**config.mk**
```make
export PLATFORM = sky130hd
export DESIGN_NAME = sram_4_port_copy_engine
export DESIGN_NICKNAME = d
export VERILOG_FILES = /design/src/rtl/sram_4_port_copy_engine_pkg.sv /design/src/rtl/sram_4_port_copy_engine.sv
export SDC_FILE = /design/constraint.sdc
export NUM_CORES = 1
export LEC_CHECK = 0
export BUFFER_PORTS_ARGS = -buffer_cell sky130_fd_sc_hd__buf_2
export CAP_MARGIN = 20
export CORE_MARGIN = 1
export CORE_UTILIZATION = 48
export CTS_CLUSTER_DIAMETER = 80
export DETAILED_ROUTE_END_ITERATION = 10
export PLACE_DENSITY = 0.81
export RECOVER_POWER = 50
export SETUP_SLACK_MARGIN = 0.02
export SLEW_MARGIN = 20
export SYNTH_ARGS = -nofsm -noshare
export SYNTH_HDL_FRONTEND = slang
export SYNTH_SLANG_ARGS = --single-unit
export TNS_END_PERCENT = 20
```
**constraint.sdc**
```tcl
create_clock -name Clk_In -period 3.5 [get_ports Clk_In]
set_clock_uncertainty 0.05 [all_clocks]
set_input_delay 0.525 -clock Clk_In [delete_from_list [all_inputs] [get_ports Clk_In]]
set_output_delay 0.525 -clock Clk_In [all_outputs]
set_load 0.1 [all_outputs]
```
**src/rtl/sram_4_port_copy_engine_pkg.sv**
```systemverilog
// Shared definitions for the 4-port SRAM copy engine: FSM states and
// default geometry constants.
package sram_copy_pkg;

  localparam int DEFAULT_DATA_WIDTH = 32;
  localparam int DEFAULT_ADDR_WIDTH = 8;
  localparam int DEFAULT_LEN_WIDTH  = DEFAULT_ADDR_WIDTH + 1;

  typedef enum logic [1:0] {
    ST_IDLE  = 2'd0,
    ST_READ  = 2'd1,
    ST_DRAIN = 2'd2,
    ST_DONE  = 2'd3
  } state_t;

endpackage

```
**src/rtl/sram_4_port_copy_engine.sv**
```systemverilog
// Block copy engine: reads two words per cycle on ports C/D and writes them
// one cycle later on ports A/B, with a Start/Busy/Done host handshake.
module sram_4_port_copy_engine
  import sram_copy_pkg::*;
#(
  parameter int DATA_WIDTH = DEFAULT_DATA_WIDTH,
  parameter int ADDR_WIDTH = DEFAULT_ADDR_WIDTH
) (
  input  logic                  Clk_In,
  input  logic                  Reset_In,
  input  logic                  Start_In,
  input  logic [ADDR_WIDTH-1:0] Src_Address_In,
  input  logic [ADDR_WIDTH-1:0] Dst_Address_In,
  input  logic [ADDR_WIDTH:0]   Length_In,
  output logic                  Busy_Out,
  output logic                  Done_Out,
  output logic [DATA_WIDTH-1:0] Port_W_A_Data_Out,
  output logic [ADDR_WIDTH-1:0] Port_W_A_Address_Out,
  output logic                  Port_W_A_Write_Enable_Out,
  output logic [DATA_WIDTH-1:0] Port_W_B_Data_Out,
  output logic [ADDR_WIDTH-1:0] Port_W_B_Address_Out,
  output logic                  Port_W_B_Write_Enable_Out,
  input  logic [DATA_WIDTH-1:0] Port_R_C_Data_In,
  output logic [ADDR_WIDTH-1:0] Port_R_C_Address_Out,
  output logic                  Port_R_C_Read_Enable_Out,
  input  logic [DATA_WIDTH-1:0] Port_R_D_Data_In,
  output logic [ADDR_WIDTH-1:0] Port_R_D_Address_Out,
  output logic                  Port_R_D_Read_Enable_Out
);

  localparam int LW = ADDR_WIDTH + 1;

  state_t                state_reg;
  logic [ADDR_WIDTH-1:0] src_reg;
  logic [ADDR_WIDTH-1:0] dst_reg;
  logic [LW-1:0]         len_reg;
  logic [LW-1:0]         rd_off_reg;
  logic [LW-1:0]         next_off;
  logic                  busy_reg;
  logic                  done_reg;
  logic                  rd_c_en_reg;
  logic                  rd_d_en_reg;
  logic [ADDR_WIDTH-1:0] rd_c_addr_reg;
  logic [ADDR_WIDTH-1:0] rd_d_addr_reg;
  logic                  wr_a_en_reg;
  logic                  wr_b_en_reg;
  logic [ADDR_WIDTH-1:0] wr_a_addr_reg;
  logic [ADDR_WIDTH-1:0] wr_b_addr_reg;

  assign next_off = rd_off_reg + LW'(2);

  always_ff @(posedge Clk_In or negedge Reset_In) begin
    if (!Reset_In) begin
      state_reg     <= ST_IDLE;
      src_reg       <= '0;
      dst_reg       <= '0;
      len_reg       <= '0;
      rd_off_reg    <= '0;
      busy_reg      <= 1'b0;
      done_reg      <= 1'b0;
      rd_c_en_reg   <= 1'b0;
      rd_d_en_reg   <= 1'b0;
      rd_c_addr_reg <= '0;
      rd_d_addr_reg <= '0;
      wr_a_en_reg   <= 1'b0;
      wr_b_en_reg   <= 1'b0;
      wr_a_addr_reg <= '0;
      wr_b_addr_reg <= '0;
    end else begin
      // Write stage trails the read stage by exactly one cycle, so its
      // enables and addresses come from the read pair just issued.
      wr_a_en_reg   <= rd_c_en_reg;
      wr_b_en_reg   <= rd_d_en_reg;
      wr_a_addr_reg <= dst_reg + rd_off_reg[ADDR_WIDTH-1:0];
      wr_b_addr_reg <= dst_reg + rd_off_reg[ADDR_WIDTH-1:0] + ADDR_WIDTH'(1);
      done_reg      <= 1'b0;

      case (state_reg)
        ST_IDLE: begin
          if (Start_In) begin
            if (Length_In == '0) begin
              done_reg  <= 1'b1;
              state_reg <= ST_DONE;
            end else begin
              src_reg       <= Src_Address_In;
              dst_reg       <= Dst_Address_In;
              len_reg       <= Length_In;
              rd_off_reg    <= '0;
              rd_c_en_reg   <= 1'b1;
              rd_d_en_reg   <= (Length_In > LW'(1));
              rd_c_addr_reg <= Src_Address_In;
              rd_d_addr_reg <= Src_Address_In + ADDR_WIDTH'(1);
              busy_reg      <= 1'b1;
              state_reg     <= ST_READ;
            end
          end
        end
        ST_READ: begin
          if (next_off < len_reg) begin
            rd_off_reg    <= next_off;
            rd_c_addr_reg <= src_reg + next_off[ADDR_WIDTH-1:0];
            rd_d_addr_reg <= src_reg + next_off[ADDR_WIDTH-1:0] + ADDR_WIDTH'(1);
            rd_d_en_reg   <= ((next_off + LW'(1)) < len_reg);
          end else begin
            rd_c_en_reg <= 1'b0;
            rd_d_en_reg <= 1'b0;
            state_reg   <= ST_DRAIN;
          end
        end
        ST_DRAIN: begin
          done_reg  <= 1'b1;
          state_reg <= ST_DONE;
        end
        default: begin
          busy_reg  <= 1'b0;
          state_reg <= ST_IDLE;
        end
      endcase
    end
  end

  assign Busy_Out                  = busy_reg;
  assign Done_Out                  = done_reg;
  assign Port_R_C_Address_Out      = rd_c_addr_reg;
  assign Port_R_C_Read_Enable_Out  = rd_c_en_reg;
  assign Port_R_D_Address_Out      = rd_d_addr_reg;
  assign Port_R_D_Read_Enable_Out  = rd_d_en_reg;
  assign Port_W_A_Address_Out      = wr_a_addr_reg;
  assign Port_W_A_Write_Enable_Out = wr_a_en_reg;
  assign Port_W_B_Address_Out      = wr_b_addr_reg;
  assign Port_W_B_Write_Enable_Out = wr_b_en_reg;
  assign Port_W_A_Data_Out         = Port_R_C_Data_In;
  assign Port_W_B_Data_Out         = Port_R_D_Data_In;

endmodule

```
Word level (Yosys, flattened, before mapping)
Index checks and enable logic that the tools add are counted.

Register bits: 74. Input bits: 92. Output and inout port bits: 102. Logic and storage cells: 71.

Add/sub/neg operators: 7. Magnitude comparators: 3. Equal/unequal tests: 6. Multiplexer cells: 28. Bitwise gates (word level): 2. Reduce and logical (&&, ||, !) cells: 10.

Operators by type and width (number): 8-bit 2-to-1 mux (6); 8-bit case mux with 2 select lines (2); 9-bit 2-to-1 mux (3); 8-bit by 1-bit adder with 8-bit output, second input constant (3); 9-bit less-than comparator (2); 9-bit case mux with 2 select lines (1); 8-bit adder (2); 9-bit by 1-bit adder with 9-bit output, second input constant (1); 9-bit by 2-bit adder with 9-bit output, second input constant (1); 9-bit by 1-bit greater-than comparator with 1-bit output, second input constant (1); 9-bit logical NOT (1); 3-bit AND reduction (3); 1-bit 2-to-1 mux (8); 2-bit inequality test, second input constant (4); 1-bit case mux with 2 select lines (4); 4-bit AND reduction (2); 2-bit 2-to-1 mux (3); 2-bit case mux with 3 select lines (1); 2-bit by 1-bit == test with 1-bit output, second input constant (1); 2-bit == test, second input constant (1); 2-bit logical NOT (1); 1-bit NOT (2); 2-bit AND reduction (1); 2-bit nonzero test (1); 2-bit OR reduction (1).

Longest topological paths before layout
Depth after elaboration: 5. Gate-level depth with buffers: 14.

Least setup slack after synthesis
OpenSTA, ideal clock, no wires.

Path kind: reg2reg. From: register rd_off_reg[5]. To: register state_reg[0]. Setup time: 0.126 ns. Arrival time: 2.661 ns. Slack: 0.663 ns. Cell stages (with the launch flop): 14. Path buffers: 1. Cell sequence: dfrtp_1 > and3_2 > nand3_1 > inv_1 > nand3_1 > xnor2_1 > ha_1 > nand2_1 > a31oi_1 > a221oi_2 > buf_2 > nor2_1 > mux2_2 > a221o_1.

Word-level cells in the longest chain between the ends: 4.

Ends and longest elaborated chain: from (decl) (line sram_4_port_copy_engine.sv:37) `logic [LW-1:0] rd_off_reg;`; from (signal assigned) (line sram_4_port_copy_engine.sv:100) `rd_off_reg <= next_off;`; 9-bit by 2-bit adder with 9-bit output (line sram_4_port_copy_engine.sv:50) `assign next_off = rd_off_reg + LW'(2);`; 9-bit less-than comparator (line sram_4_port_copy_engine.sv:99) `if (next_off < len_reg) begin`; 2-bit inequality test (no source line); 2-bit AND reduction (no source line); to (signal assigned) (line sram_4_port_copy_engine.sv:54) `state_reg <= ST_IDLE;`; to (signal assigned) (line sram_4_port_copy_engine.sv:107) `state_reg <= ST_DRAIN;`; to (signal assigned) (line sram_4_port_copy_engine.sv:112) `state_reg <= ST_DONE;`; to (decl) (line sram_4_port_copy_engine.sv:33) `state_t state_reg;`.

No other way between the ends. A chain may end at the register's enable or synchronous reset.

Worst setup path after layout
From: register rd_off_reg[3]. To: register rd_c_addr_reg[0] (netlist: Port_R_C_Address_Out[0]).

Word-level cells in the longest chain between the ends: 4.

Ends and longest elaborated chain: 9-bit by 2-bit adder with 9-bit output (line sram_4_port_copy_engine.sv:50); 9-bit less-than comparator (line sram_4_port_copy_engine.sv:99); 2-bit inequality test (no source line); 4-bit AND reduction (no source line); to (signal assigned) (line sram_4_port_copy_engine.sv:91) `rd_c_addr_reg <= Src_Address_In;`; to (signal assigned) (line sram_4_port_copy_engine.sv:101) `rd_c_addr_reg <= src_reg + next_off[ADDR_WIDTH-1:0];`; to (decl) (line sram_4_port_copy_engine.sv:43) `logic [ADDR_WIDTH-1:0] rd_c_addr_reg;`.

No other way between the ends.

==> results.yml <==
logic_synthesis:
  syn_inst: 430
  syn_area_per_cell_um2: 10.2
  synth-edff-count: 0
  yosys_warnings: 0
  synth_fp_nets: 556
  synth_seq_cells: 73
  seq_area_frac_synth: 0.415
  synth_ff_type: "dfrtp_1"
  synthesis.area_mm2: 0.00441
  async_flop_share: 1.00
  synth.distinct_cells: 48
route:
  wire_per_inst_um: 16.1
  drc: 18
  num_vias: 2987
  ant_nets: 0
  wirelength_mm: 8.88
  avgViaCountPerCell: 5.42
  first_pass_iters: 9
  drt_iter0_drc: 137
status:
  violations: "DRC, capacitance limit, slew limit"
  outcome: "complete, but fails checks"
critical_path:
  crit_path_max_fanout: 10
  worstReg2RegStart: "rd_off_reg[3]"
  worst_setup_path_start_kind: "flop"
  required_ps: 3700
  critPathKind: "flop to flop"
  rrSetupSlack_ps: 310
  worstPathCellList: "and3_2 -> nand3_1 -> xnor2_1 -> ha_1 -> a21oi_1 -> nand2_1 -> a221oi_2 -> buf_4 -> o21a_1 -> nand2_1 -> o21a_1"
  crit_end: "Port_R_C_Address_Out[0]"
  setup.worst_path.start: "rd_off_reg[3]"
  crit_path_end_kind: "flop"
  r2r_end: "Port_R_C_Address_Out[0]"
  cp.arrival_ps: 3380
  cp_slowest_stage_delay_ps: 550
  crit_slowest_cell: "dfrtp_1"
  rr_worst_depth: 11
grt:
  grt_pass1_wl_mm: 14.4
  grt_usage: 0.196
  antenna_found_initial: 0
  grt_max_degree: 39
  grt.overflow.total: 0
  grt_pass1_vias: 3009
die:
  ios: 194
  initial_utilization: 0.500
  die_x_um: 97.8
  dieHeight_um: 97.8
  core-area_mm2: 0.00881
  fp-row-count: 34
  dieArea_mm2: 0.00956
cells_and_area:
  antennaDiodeCount: 0
  drive_gt1_frac: 0.269
  layout.nets: 564
  area_delta_synth_final_pct: 3.92
  largest_reg_flops: 9
cts:
  ctsResizeCount: 0
  cts_buffers: 9
  cts.path.max_buffers: 2
  clk_pin_slew_worst_paths_ps: 80
  clk_latency_ps: 350
  hold_buffers: 0
  root_buffer: "clkbuf_8"
  postCtsSetupBuffers: 0
  clock_sinks: 73
  htree_levels: 3
  tritoncts: "built"
sta:
  tightest_slew_ps: 2000
  finalCritPeriodShare: 0.911
  setup_viol: 0
  maxSlewViolCount: 39
  fmax_mhz: 314
  rsz0062_at_grt: "no"
  hold_violations: 0
  finalSetupTns_ps: 0
  max-slew-margin-rel: -0.334
  fin_crit_ps: 3190
placed_design:
  gp_congestion: 0.945
  dp_hpwl_mm: 6.75
  io_buffers: 65
job:
  maxCapViolCount: 1
min_path:
  hold_class: "input port to flop"
## per-stage QoR
step / instances / hold WS [ps] / utilization / instance area (um^2) / setup WS, ps
after floorplan: 430 / 179 / - / 4410 / 663
after global routing: 551 / 319 / 0.520 / 4580 / 78.8
after CTS: 551 / 245 / 0.521 / 4590 / 350
final: 551 / 325 / 0.520 / 4580 / 313
after detailed placement: 535 / 371 / 0.500 / 4410 / 399
after global placement: 535 / 371 / 0.500 / 4410 / 548
## critical path: cells and delay by family, from the launching register on
kind | cells | cell delay [ps]
AO/OA/AOI/OAI | 4 | 910
adder cells (fa/ha/maj) | 1 | 330
AND/OR/NAND/NOR | 4 | 640
buffers and inverters | 1 | 200
XOR/XNOR | 1 | 400
flip-flops | 1 | 550
## cells in the final DEF (no fill, tap or decap), types with 2 or more instances in the layout
| cell type | instances |
|---|---|
| a211oi_1 | 2 |
| a21o_1 | 3 |
| a21oi_1 | 12 |
| a221oi_2 | 2 |
| and2_1 | 3 |
| and3_1 | 5 |
| buf_2 | 64 |
| buf_4 | 7 |
| clkbuf_1 | 4 |
| clkbuf_8 | 10 |
| clkinvlp_4 | 3 |
| dfrtp_1 | 73 |
| ha_1 | 34 |
| inv_1 | 18 |
| mux2_2 | 18 |
| mux2i_1 | 3 |
| nand2_1 | 53 |
| nand2b_1 | 3 |
| nand3_1 | 12 |
| nand3_2 | 2 |
| nor2_1 | 6 |
| nor2b_1 | 4 |
| nor4_1 | 3 |
| o211ai_1 | 3 |
| o21a_1 | 2 |
| o21ai_0 | 26 |
| o21ai_1 | 7 |
| o21bai_1 | 3 |
| o31ai_1 | 3 |
| xnor2_1 | 19 |
| xor2_1 | 13 |
## logic make-up (layout without fill, tap and decap cells)
logic type / count (synthesis) / after routing / synth area share
AO/OA/AOI/OAI: 74 / 74 / 0.111
flip-flops: 73 / 73 / 0.415
adder cells (fa/ha/maj): 35 / 35 / 0.0991
XOR/XNOR: 35 / 35 / 0.0784
AND/OR/NAND/NOR: 95 / 95 / 0.101
multiplexers: 22 / 22 / 0.0579
buffers and inverters: 96 / 109 / 0.137
## worst min-delay path by stage
stage	start	end	slack (ps)	cells past startpoint
floorplan	Reset_In	Busy_Out	180	0
global placement	dst_reg[0]	Port_W_A_Address_Out[0]	370	0
detailed placement	Port_R_C_Read_Enable_Out	Port_W_A_Write_Enable_Out	370	0
CTS	Reset_In	Port_W_B_Address_Out[0]	240	1
global route	Dst_Address_In[0]	dst_reg[0]	320	3
finish	Dst_Address_In[0]	dst_reg[0]	330	3
## layer usage
layer,vias to the layer above,track usage,wire (um)
met5,-,0,0
met4,0,0.136,430
met3,54,0.0465,476
met2,98,0.328,4340
met1,1424,0.221,3630
li1,1411,-,-
## cells in the mapped netlist (4+ instances only)
master    count  area (um^2)
mux2_2       18          203
o21ai_0      26          130
nor2b_1       4         25.0
o21ai_1       8         40.0
nand3_1      12         60.1
a21oi_1      12         60.1
buf_2         4         20.0
inv_1        18         67.6
nor2_1        7         26.3
dfrtp_1      73         1830
nand2_1      53          199
xnor2_1      19          166
xor2_1       13          114
ha_1         34          425
buf_4        64          480
clkbuf_1      9         33.8
and3_1        5         31.3
## layout make-up
cell class                      count  area [um^2]
Timing Repair Buffer               74          384
Clock inverter                      5         40.0
Sequential cell                    73         1830
Clock buffer                       11          141
Multi-Input combinational cell    261         1980
Fill cell                         764         4230
Inverter                           19         71.3
Tap cell                          108          135
Power is not shown: default switching activity piles up to over one toggle a cycle in this logic, so the estimate is an artifact.
